$ cat config.mk
export PLATFORM = sky130hd
export DESIGN_NAME = fixed_divider_flat
export DESIGN_NICKNAME = d
export VERILOG_FILES = /design/src/rtl/fixed_divider_if.sv /design/src/rtl/fixed_divider.sv /design/src/flat_wrapper.sv
export SDC_FILE = /design/constraint.sdc
export NUM_CORES = 1
export LEC_CHECK = 0
export ABC_AREA = 1
export CAP_MARGIN = 20
export CORE_ASPECT_RATIO = 0.6
export CORE_UTILIZATION = 45
export DETAILED_ROUTE_END_ITERATION = 12
export GPL_ROUTABILITY_DRIVEN = 1
export PLACE_DENSITY = 0.63
export SYNTH_ARGS = -nofsm -noshare
export SYNTH_HDL_FRONTEND = slang
export SYNTH_SLANG_ARGS = --single-unit
$ cat constraint.sdc
create_clock -name clk -period 4.4 [get_ports clk]
set_clock_uncertainty 0.2 [all_clocks]
set_input_delay 0.88 -clock clk [delete_from_list [all_inputs] [get_ports clk]]
set_output_delay 0.88 -clock clk [all_outputs]
set_load 0.02 [all_outputs]
$ cat src/rtl/fixed_divider_if.sv
// Start/busy/done handshake and operand/result bundle between the solver control FSM and fixed_divider.
interface fixed_divider_if #(
    parameter int WIDTH = 16
) ();
    logic             start;
    logic [WIDTH-1:0] dividend;
    logic [WIDTH-1:0] divisor;
    logic             busy;
    logic             done;
    logic [WIDTH-1:0] o_quotient;
    logic             overflow_flag;
    logic             div_zero;

    modport master (
        output start, dividend, divisor,
        input  busy, done, o_quotient, overflow_flag, div_zero
    );

    modport slave (
        input  start, dividend, divisor,
        output busy, done, o_quotient, overflow_flag, div_zero
    );
endinterface

$ cat src/rtl/fixed_divider.sv
// Signed Q(WIDTH-FRAC).FRAC restoring divider with saturation; done 27 edges after acceptance (26 without DIV_ROUND_EN), 2 on divide-by-zero.
// DIV_ROUND_EN adds a half-LSB guard bit for round-half-away-from-zero; start is ignored (not queued) unless IDLE.
module fixed_divider #(
    parameter int WIDTH = 16,
    parameter int FRAC  = 8
) (
    input  logic              clk,
    input  logic              reset,
    fixed_divider_if.slave    bus
);
`ifdef DIV_ROUND_EN
    localparam int RND = 1;
`else
    localparam int RND = 0;
`endif
    localparam int NW  = WIDTH + FRAC + RND;
    localparam int ITW = $clog2(NW);
    localparam logic [ITW-1:0] LAST = ITW'(NW - 1);

    localparam logic [NW:0] LIM_POS = {{(NW - WIDTH + 2){1'b0}}, {(WIDTH - 1){1'b1}}};
    localparam logic [NW:0] LIM_NEG = LIM_POS + 1'b1;
    localparam logic [WIDTH-1:0] Q_MAX = {1'b0, {(WIDTH - 1){1'b1}}};
    localparam logic [WIDTH-1:0] Q_MIN = {1'b1, {(WIDTH - 1){1'b0}}};

    localparam logic [1:0] S_IDLE   = 2'd0;
    localparam logic [1:0] S_DIVIDE = 2'd1;
    localparam logic [1:0] S_FINISH = 2'd2;

    logic [1:0]       r_state;
    logic             r_sign;
    logic             r_nsign;
    logic             r_dz;
    logic [WIDTH-1:0] r_dvsr;
    logic [NW-1:0]    r_num;
    logic [WIDTH-1:0] r_rem;
    logic [ITW-1:0]   r_iter;
    logic             r_busy;
    logic             r_done;
    logic [WIDTH-1:0] r_quot;
    logic             r_ovf;
    logic             r_dzo;

    logic [WIDTH-1:0] w_a_mag;
    logic [WIDTH-1:0] w_b_mag;
    logic             w_b_zero;
    logic [WIDTH:0]   w_rem_shift;
    logic             w_qbit;
    logic [WIDTH-1:0] w_rem_next;
    logic [NW:0]      w_q_mag;
    logic [WIDTH-1:0] w_q_lo;
    logic             w_ovf_pos;
    logic             w_ovf_neg;
    logic [WIDTH-1:0] w_res;
    logic             w_ovf;

    // Magnitudes are unsigned, so the most negative operand maps to 2^(WIDTH-1) without overflow.
    always_comb begin
        w_a_mag  = bus.dividend[WIDTH-1] ? (~bus.dividend + 1'b1) : bus.dividend;
        w_b_mag  = bus.divisor[WIDTH-1]  ? (~bus.divisor + 1'b1)  : bus.divisor;
        w_b_zero = (bus.divisor == '0);
    end

    always_comb begin
        w_rem_shift = {r_rem, r_num[NW-1]};
        w_qbit      = (w_rem_shift >= {1'b0, r_dvsr});
        w_rem_next  = w_qbit ? WIDTH'(w_rem_shift - {1'b0, r_dvsr}) : w_rem_shift[WIDTH-1:0];
    end

    always_comb begin
`ifdef DIV_ROUND_EN
        w_q_mag = {2'b00, r_num[NW-1:1]} + {{NW{1'b0}}, r_num[0]};
`else
        w_q_mag = {1'b0, r_num};
`endif
        w_q_lo    = w_q_mag[WIDTH-1:0];
        w_ovf_pos = !r_sign && (w_q_mag > LIM_POS);
        w_ovf_neg =  r_sign && (w_q_mag > LIM_NEG);
        w_ovf     = r_dz || w_ovf_pos || w_ovf_neg;
        if (r_dz) begin
            w_res = r_nsign ? Q_MIN : Q_MAX;
        end else if (w_ovf_pos) begin
            w_res = Q_MAX;
        end else if (w_ovf_neg) begin
            w_res = Q_MIN;
        end else begin
            w_res = r_sign ? (~w_q_lo + 1'b1) : w_q_lo;
        end
    end

    always_ff @(posedge clk) begin
        if (reset) begin
            r_state <= S_IDLE;
            r_sign  <= 1'b0;
            r_nsign <= 1'b0;
            r_dz    <= 1'b0;
            r_dvsr  <= '0;
            r_num   <= '0;
            r_rem   <= '0;
            r_iter  <= '0;
            r_busy  <= 1'b0;
            r_done  <= 1'b0;
            r_quot  <= '0;
            r_ovf   <= 1'b0;
            r_dzo   <= 1'b0;
        end else begin
            r_done <= 1'b0;
            case (r_state)
                S_IDLE: begin
                    if (bus.start) begin
                        r_sign  <= bus.dividend[WIDTH-1] ^ bus.divisor[WIDTH-1];
                        r_nsign <= bus.dividend[WIDTH-1];
                        r_dz    <= w_b_zero;
                        r_dvsr  <= w_b_mag;
                        r_num   <= {{(NW - WIDTH){1'b0}}, w_a_mag} << (FRAC + RND);
                        r_rem   <= '0;
                        r_iter  <= '0;
                        r_busy  <= 1'b1;
                        r_state <= w_b_zero ? S_FINISH : S_DIVIDE;
                    end
                end
                S_DIVIDE: begin
                    // Numerator bits leave at the top while quotient bits fill in from the bottom.
                    r_rem  <= w_rem_next;
                    r_num  <= {r_num[NW-2:0], w_qbit};
                    r_iter <= r_iter + 1'b1;
                    if (r_iter == LAST) begin
                        r_state <= S_FINISH;
                    end
                end
                S_FINISH: begin
                    r_quot  <= w_res;
                    r_ovf   <= w_ovf;
                    r_dzo   <= r_dz;
                    r_done  <= 1'b1;
                    r_busy  <= 1'b0;
                    r_iter  <= '0;
                    r_state <= S_IDLE;
                end
                default: r_state <= S_IDLE;
            endcase
        end
    end

    assign bus.busy          = r_busy;
    assign bus.done          = r_done;
    assign bus.o_quotient    = r_quot;
    assign bus.overflow_flag = r_ovf;
    assign bus.div_zero      = r_dzo;
endmodule

$ cat src/flat_wrapper.sv
// flat-port wrapper written by rule: the top's interface ports become plain ports
module fixed_divider_flat 
#(
    parameter int WIDTH = 16,
    parameter int FRAC  = 8
)
  (clk, reset, bus_start, bus_dividend, bus_divisor, bus_busy, bus_done, bus_o_quotient, bus_overflow_flag, bus_div_zero);
  fixed_divider_if #(.WIDTH(WIDTH)) bus_i ();
  input  logic clk;
  input  logic reset;
  input wire logic [$bits(bus_i.start)-1:0] bus_start;
  input wire logic [$bits(bus_i.dividend)-1:0] bus_dividend;
  input wire logic [$bits(bus_i.divisor)-1:0] bus_divisor;
  output wire logic [$bits(bus_i.busy)-1:0] bus_busy;
  output wire logic [$bits(bus_i.done)-1:0] bus_done;
  output wire logic [$bits(bus_i.o_quotient)-1:0] bus_o_quotient;
  output wire logic [$bits(bus_i.overflow_flag)-1:0] bus_overflow_flag;
  output wire logic [$bits(bus_i.div_zero)-1:0] bus_div_zero;
  assign bus_i.start = bus_start;
  assign bus_i.dividend = bus_dividend;
  assign bus_i.divisor = bus_divisor;
  assign bus_busy = bus_i.busy;
  assign bus_done = bus_i.done;
  assign bus_o_quotient = bus_i.o_quotient;
  assign bus_overflow_flag = bus_i.overflow_flag;
  assign bus_div_zero = bus_i.div_zero;
  fixed_divider #(.WIDTH(WIDTH), .FRAC(FRAC)) u_core (.clk(clk), .reset(reset), .bus(bus_i));
endmodule
* Yosys cells after proc, flatten, opt, wreduce, memory -nomap -nowiden
Cells that the tools add are included.
** Storage, ports and cells
- Register bits after elaboration :: 86
- Input bits :: 35
- Word-level logic and storage cells :: 66
** Cells by class
- Add/sub/neg operators :: 5
- $lt $le $gt $ge :: 3
- Eq/ne operators :: 5
- Muxes and demuxes :: 21
- Bitwise logic cells :: 4
- Reductions and logical operators :: 15
** Operator list (count)
- $mux 16 :: 9
- $add 16x1->16 const B :: 3
- $not 16->16 :: 3
- $pmux 24 s2 :: 1
- $pmux 16 s2 :: 1
- $gt 24x15->1 const B :: 1
- $gt 24x16->1 const B :: 1
- $mux 24 :: 1
- $ge 17x16->1 :: 1
- $logic_not 16->1 :: 1
- $sub 16x16->16 :: 1
- $pmux 5 s3 :: 1
- $reduce_and 2->1 :: 5
- $mux 2 :: 3
- $add 5x1->5 const B :: 1
- $eq 5x5->1 const B :: 1
- $mux 5 :: 1
- $pmux 2 s2 :: 1
- $reduce_bool 2->1 :: 2
- $reduce_bool 3->1 :: 1
- $eq 2x1->1 const B :: 1
- $eq 2x2->1 const B :: 1
- $logic_and 1x1->1 :: 2
- $logic_not 2->1 :: 1
- other kinds (7) :: 9

* Logic depth before layout (Yosys ltp)
- Depth after elaboration :: 6
- Depth in mapped cells :: 14
- Gate-level depth less buffers :: 14

* Worst setup path after synthesis
OpenSTA, ideal clock, no wires.
- Path type :: in2reg
- From :: in bus_dividend[1]
- To :: reg u_core.r_num[16]
- Setup time :: 0.132 ns
- Arrival time :: 1.967 ns
- Required time :: 4.068 ns
- Path slack :: 2.101 ns
- Stages :: 10
- Path buffers :: 0
- Path through :: inv_1 -> ha_1 -> nand3_1 -> nor2_1 -> nor2_1 -> a21oi_1 -> xor2_1 -> nand2_1 -> nand2_1 -> a21oi_1
** On the way
- Longest elaborated chain between the ends :: 5
** RTL lines
- from (decl) :: line flat_wrapper.sv:12 : input wire logic [$bits(bus_i.dividend)-1:0] bus_dividend;
- $not 16->16 :: line fixed_divider.sv:58 : w_a_mag = bus.dividend[WIDTH-1] ? (~bus.dividend + 1'b1) : bus.dividend;
- $add 16x1->16 :: line fixed_divider.sv:58
- $mux 16 :: line fixed_divider.sv:58
- $mux 24 :: line fixed_divider.sv:109 : if (bus.start) begin
- $pmux 24 s2 :: line fixed_divider.sv:107 : case (r_state)
- to (signal assigned) :: line fixed_divider.sv:114 : r_num <= {{(NW - WIDTH){1'b0}}, w_a_mag} << (FRAC + RND);
- to (signal assigned) :: line fixed_divider.sv:124 : r_num <= {r_num[NW-2:0], w_qbit};
- to (decl) :: line fixed_divider.sv:34 : logic [NW-1:0] r_num;
Every way passes these cells. The select of a mux whose other input is x is not followed.
A chain may end at the register's enable or synchronous reset.

* Final worst setup path
- From :: reg u_core.r_dvsr[6]
- To :: reg u_core.r_rem[11]
** On the way
- Longest elaborated chain between the ends :: 3
- Elaborated cells on any way between the ends :: 4
** RTL lines
- from (decl) :: line fixed_divider.sv:33 : logic [WIDTH-1:0] r_dvsr;
- from (signal assigned) :: line fixed_divider.sv:113 : r_dvsr <= w_b_mag;
- $sub 16x16->16 or $ge 17x16->1 (tied branches) :: line fixed_divider.sv:66, fixed_divider.sv:65
- $mux 16 (*) :: line fixed_divider.sv:66 : w_rem_next = w_qbit ? WIDTH'(w_rem_shift - {1'b0, r_dvsr}) : w_rem_shift[WIDTH-1:0];
- $pmux 16 s2 (*) :: line fixed_divider.sv:107
- to (signal assigned) :: line fixed_divider.sv:123 : r_rem <= w_rem_next;
- to (decl) :: line fixed_divider.sv:35 : logic [WIDTH-1:0] r_rem;
Every way passes the cells marked *; elsewhere a longest branch is shown, timed or not.

==> results_dict.tcl <==
set metrics [dict create \
    powerDensity_nw_per_um2 504 \
    dieArea_um2 13300 \
    critical_path_buf_inv_count 1 \
    floorplan.die.width_um 148 \
    max-slew-margin-rel_pct 51.4 \
    largest_net_degree_at_the_start_of_global_routing 41 \
    die_height_um 89.9 \
    num_antenna_cells 0 \
    timing.hold.worst.start "u_core.bus.o_quotient[4]$_SDFFE_PP0P_" \
    vias_in_the_first_global_route 4961 \
    cp_data_arrival_time_ns 2.63 \
    finalCoreUtilization_pct 54.7 \
    synthFlopType "sky130_fd_sc_hd__dfxtp_1" \
    crit_path_start_kind "register" \
    reg2reg_from "u_core.r_dvsr[6]$_SDFFE_PP0P_" \
    post_cts_resize_count 0 \
    routed_wire_length_per_instance_um 14.1 \
    place.gp.congestion 0.960 \
    synth_xor_xnor_area_share_pct 3.33 \
    dominant_combinational_cell_family_by_area_after_synthesis "simple AND/OR/NAND/NOR gates" \
    nNetsFinal 1043 \
    drive_gt1_share_pct 4.23 \
    routed_via_density 5.11 \
    grt_remaining_overflow 0 \
    syn_inst 951 \
    tritoncts.num_buffers 9 \
    drt-total-wl_um 16400 \
    most-common-layout-cells "327 x sky130_fd_sc_hd__nand2_1, 116 x sky130_fd_sc_hd__inv_1, 86 x sky130_fd_sc_hd__dfxtp_1, 85 x sky130_fd_sc_hd__a21oi_1, 70 x sky130_fd_sc_hd__nor2_1" \
    yosys-mux-area-fraction_pct 0 \
    route.vias.total 5917 \
    timing.critical_path.to_type "register" \
    synth_compound_area_share_pct 13.9 \
    number_of_antenna_violations_at_the_first_check_in_global_routing 0 \
    cts_hold_repair.buffers 0 \
    timing.max_cap.violations 0 \
    holdCritPathClass "register to register" \
    crit_chain "inv_1 > ha_1 > nand2_1 > nor2_1 > nand3_1 > nand3_2 > nand2_2 > nand2_4 > nand3_1 > nand3_1 > a21oi_1" \
    timing.critical_path.max_delay_family "simple AND/OR/NAND/NOR gates" \
    ys_ff_latch 86 \
    synth_cell_type_count 39 \
    finalHoldWorstSlack_ns 0.263 \
    timing_worst_slew_pin_value_ns 0.727 \
    synth_area_um2 5790 \
    coreArea_um2 12300 \
    cts_tree "done" \
    worst-path-max-fanout 17 \
    vdd.ir_drop.worst_mv 0.281 \
    period_share_pct 59.6 \
    dr.first_iter.drc_count 648 \
    outcome "complete, no violations" \
    setup-tns-final_ns 0 \
    rrSetupSlack_ns 1.78 \
    floorplan.rows 31 \
    final_common_cell "sky130_fd_sc_hd__nand2_1" \
    rsz0062_at_grt "false" \
    leakage_nw 3.10 \
    global_route.usage.total_pct 25.7 \
    root_buffer "sky130_fd_sc_hd__clkbuf_16" \
    design.portCount 55 \
    io_buffers 54 \
    postSynthAreaPerCell_um2 6.09 \
    crit_slowest_cell "sky130_fd_sc_hd__ha_1" \
    finalCriticalPeriod_ns 2.62 \
    synth.yosys.warnings 0 \
    finalMaxSlewViolations 0 \
    worst-setup-path-type "register to register" \
    hold_violations 0 \
    h_tree_depth 3 \
    yosys.area_share.simple_pct 38.0 \
    initial_utilization_pct 47.1 \
    async_reset_ff_share_pct 0 \
    critical_path.most_common_cell "sky130_fd_sc_hd__nand3_1" \
    cts_max_path_buffers 2 \
    slowest_delay_ns 0.35 \
    ant_nets_after_route 0 \
    pre_antenna_drt_iters 7 \
    report.final.setup_viol 0 \
    synth_adder_area_share_pct 4.67 \
    synth-edff-count 0 \
    post-cts-setup-buffers 0 \
    cp-startpoint "u_core.r_dvsr[6]$_SDFFE_PP0P_" \
    clock_sink_count 86 \
    synth_fp_nets 1007 \
    wire_length_of_the_first_global_routing_pass_um 26900 \
    max_clock_freq_mhz 381 \
    ys_seq_area_share_pct 29.7 \
    detail_route.drc_violations 0 \
    dpl.hpwl_um 12300 \
    layout-area-overhead-vs-synth_pct 16.1 \
    critical_path_required_ns 4.41 \
    insertion_delay_ns 0.34 \
    clkTransAtPathRegs_ns 0.07 \
]
-- synthesized netlist by cell type, types with 2 or more instances --
library cell / instances / area, um2
sky130_fd_sc_hd__buf_2: 8 / 40.0
sky130_fd_sc_hd__nand4_1: 7 / 43.8
sky130_fd_sc_hd__nor2_1: 71 / 267
sky130_fd_sc_hd__nand3b_1: 18 / 135
sky130_fd_sc_hd__clkbuf_1: 22 / 82.6
sky130_fd_sc_hd__nand3_1: 69 / 345
sky130_fd_sc_hd__buf_1: 2 / 7.51
sky130_fd_sc_hd__or2_2: 3 / 18.8
sky130_fd_sc_hd__ha_1: 20 / 250
sky130_fd_sc_hd__o21ai_0: 44 / 220
sky130_fd_sc_hd__nand3_2: 2 / 20.0
sky130_fd_sc_hd__inv_1: 116 / 435
sky130_fd_sc_hd__o221ai_1: 9 / 78.8
sky130_fd_sc_hd__nor2_2: 3 / 18.8
sky130_fd_sc_hd__dfxtp_1: 86 / 1720
sky130_fd_sc_hd__a21oi_1: 85 / 425
sky130_fd_sc_hd__a31oi_1: 3 / 18.8
sky130_fd_sc_hd__nand2_2: 3 / 18.8
sky130_fd_sc_hd__inv_2: 4 / 15.0
sky130_fd_sc_hd__nand2_1: 327 / 1230
sky130_fd_sc_hd__xor2_1: 16 / 140
sky130_fd_sc_hd__xnor2_1: 6 / 52.6
sky130_fd_sc_hd__and3_1: 2 / 12.5
sky130_fd_sc_hd__nor3_1: 10 / 50.1
-- registers in the layout (all words and copies together) (netlist names) --
signal and cells:
u_core.r_num 24, u_core.bus.busy 1, u_core.bus.overflow_flag 1, u_core.bus.done 1, u_core.r_rem 16, u_core.bus.o_quotient 16
u_core.r_sign 1, u_core.r_nsign 1, u_core.r_state 2, u_core.r_dz 1, u_core.r_dvsr 16, u_core.bus.div_zero 1
u_core.r_iter 5
-- worst register-to-register path, delay by kind of cell (launching register included) --
family | cells | cell delay, ns
compound gates | 1 | 0.06
fa+ha+maj | 1 | 0.35
buf+inv | 1 | 0.08
simple gates | 8 | 1.44
flops | 1 | 0.34
-- metrics by stage --
stage / instance area [um2] / power (W) / setup WS (ns) / instances
2_1_floorplan: 5790 / 0.00223 / 2.10 / 951
3_3_place_gp: 6420 / 0.00257 / 1.48 / 1141
3_5_place_dp: 6420 / 0.00258 / 1.44 / 1141
4_1_cts: 6730 / 0.00336 / 1.80 / 1157
5_1_grt: 6730 / 0.00366 / 1.59 / 1157
6_report: 6730 / 0.00339 / 1.78 / 1157
-- area by class of cell --
class	count	area [um2]
fill	1286	5570
multi-input combinational	711	3470
sequential	86	1720
timing repair buffer	59	573
inverter	120	450
clock buffer	10	229
tap	165	206
clock inverter	6	71.3
-- kinds of logic (layout without fill, tap and decap cells) --
family,after synthesis,after routing
simple gates,520,520
buf+inv,154,195
compound gates,148,148
flops,86,86
xor+xnor,22,22
fa+ha+maj,21,21
-- final timing paths --
path / cells after the start / endpoint
setup / recovery: 11 / u_core.r_rem[11]$_SDFFE_PP0P_
hold / removal: 2 / u_core.bus.o_quotient[4]$_SDFFE_PP0P_
setup reg to reg: 11 / u_core.r_rem[11]$_SDFFE_PP0P_
hold reg to reg: 2 / u_core.bus.o_quotient[4]$_SDFFE_PP0P_
-- power by group --
| part | internal, W | leakage, nW | total (W) | switching (W) |
|---|---|---|---|---|
| registers | 0.000866 | 0.702 | 0.000945 | 0.0000791 |
| logic | 0.000591 | 2.26 | 0.00167 | 0.00108 |
| clock network | 0.000444 | 0.139 | 0.000776 | 0.000332 |
-- per-layer routing --
metal | track usage [%] | wire (um)
met3 | 5.58 | 1340
met2 | 30.4 | 5570
met5 | 0 | 0
met4 | 5.50 | 104
met1 | 43.8 | 9360
(Power assumes the default switching activity.)
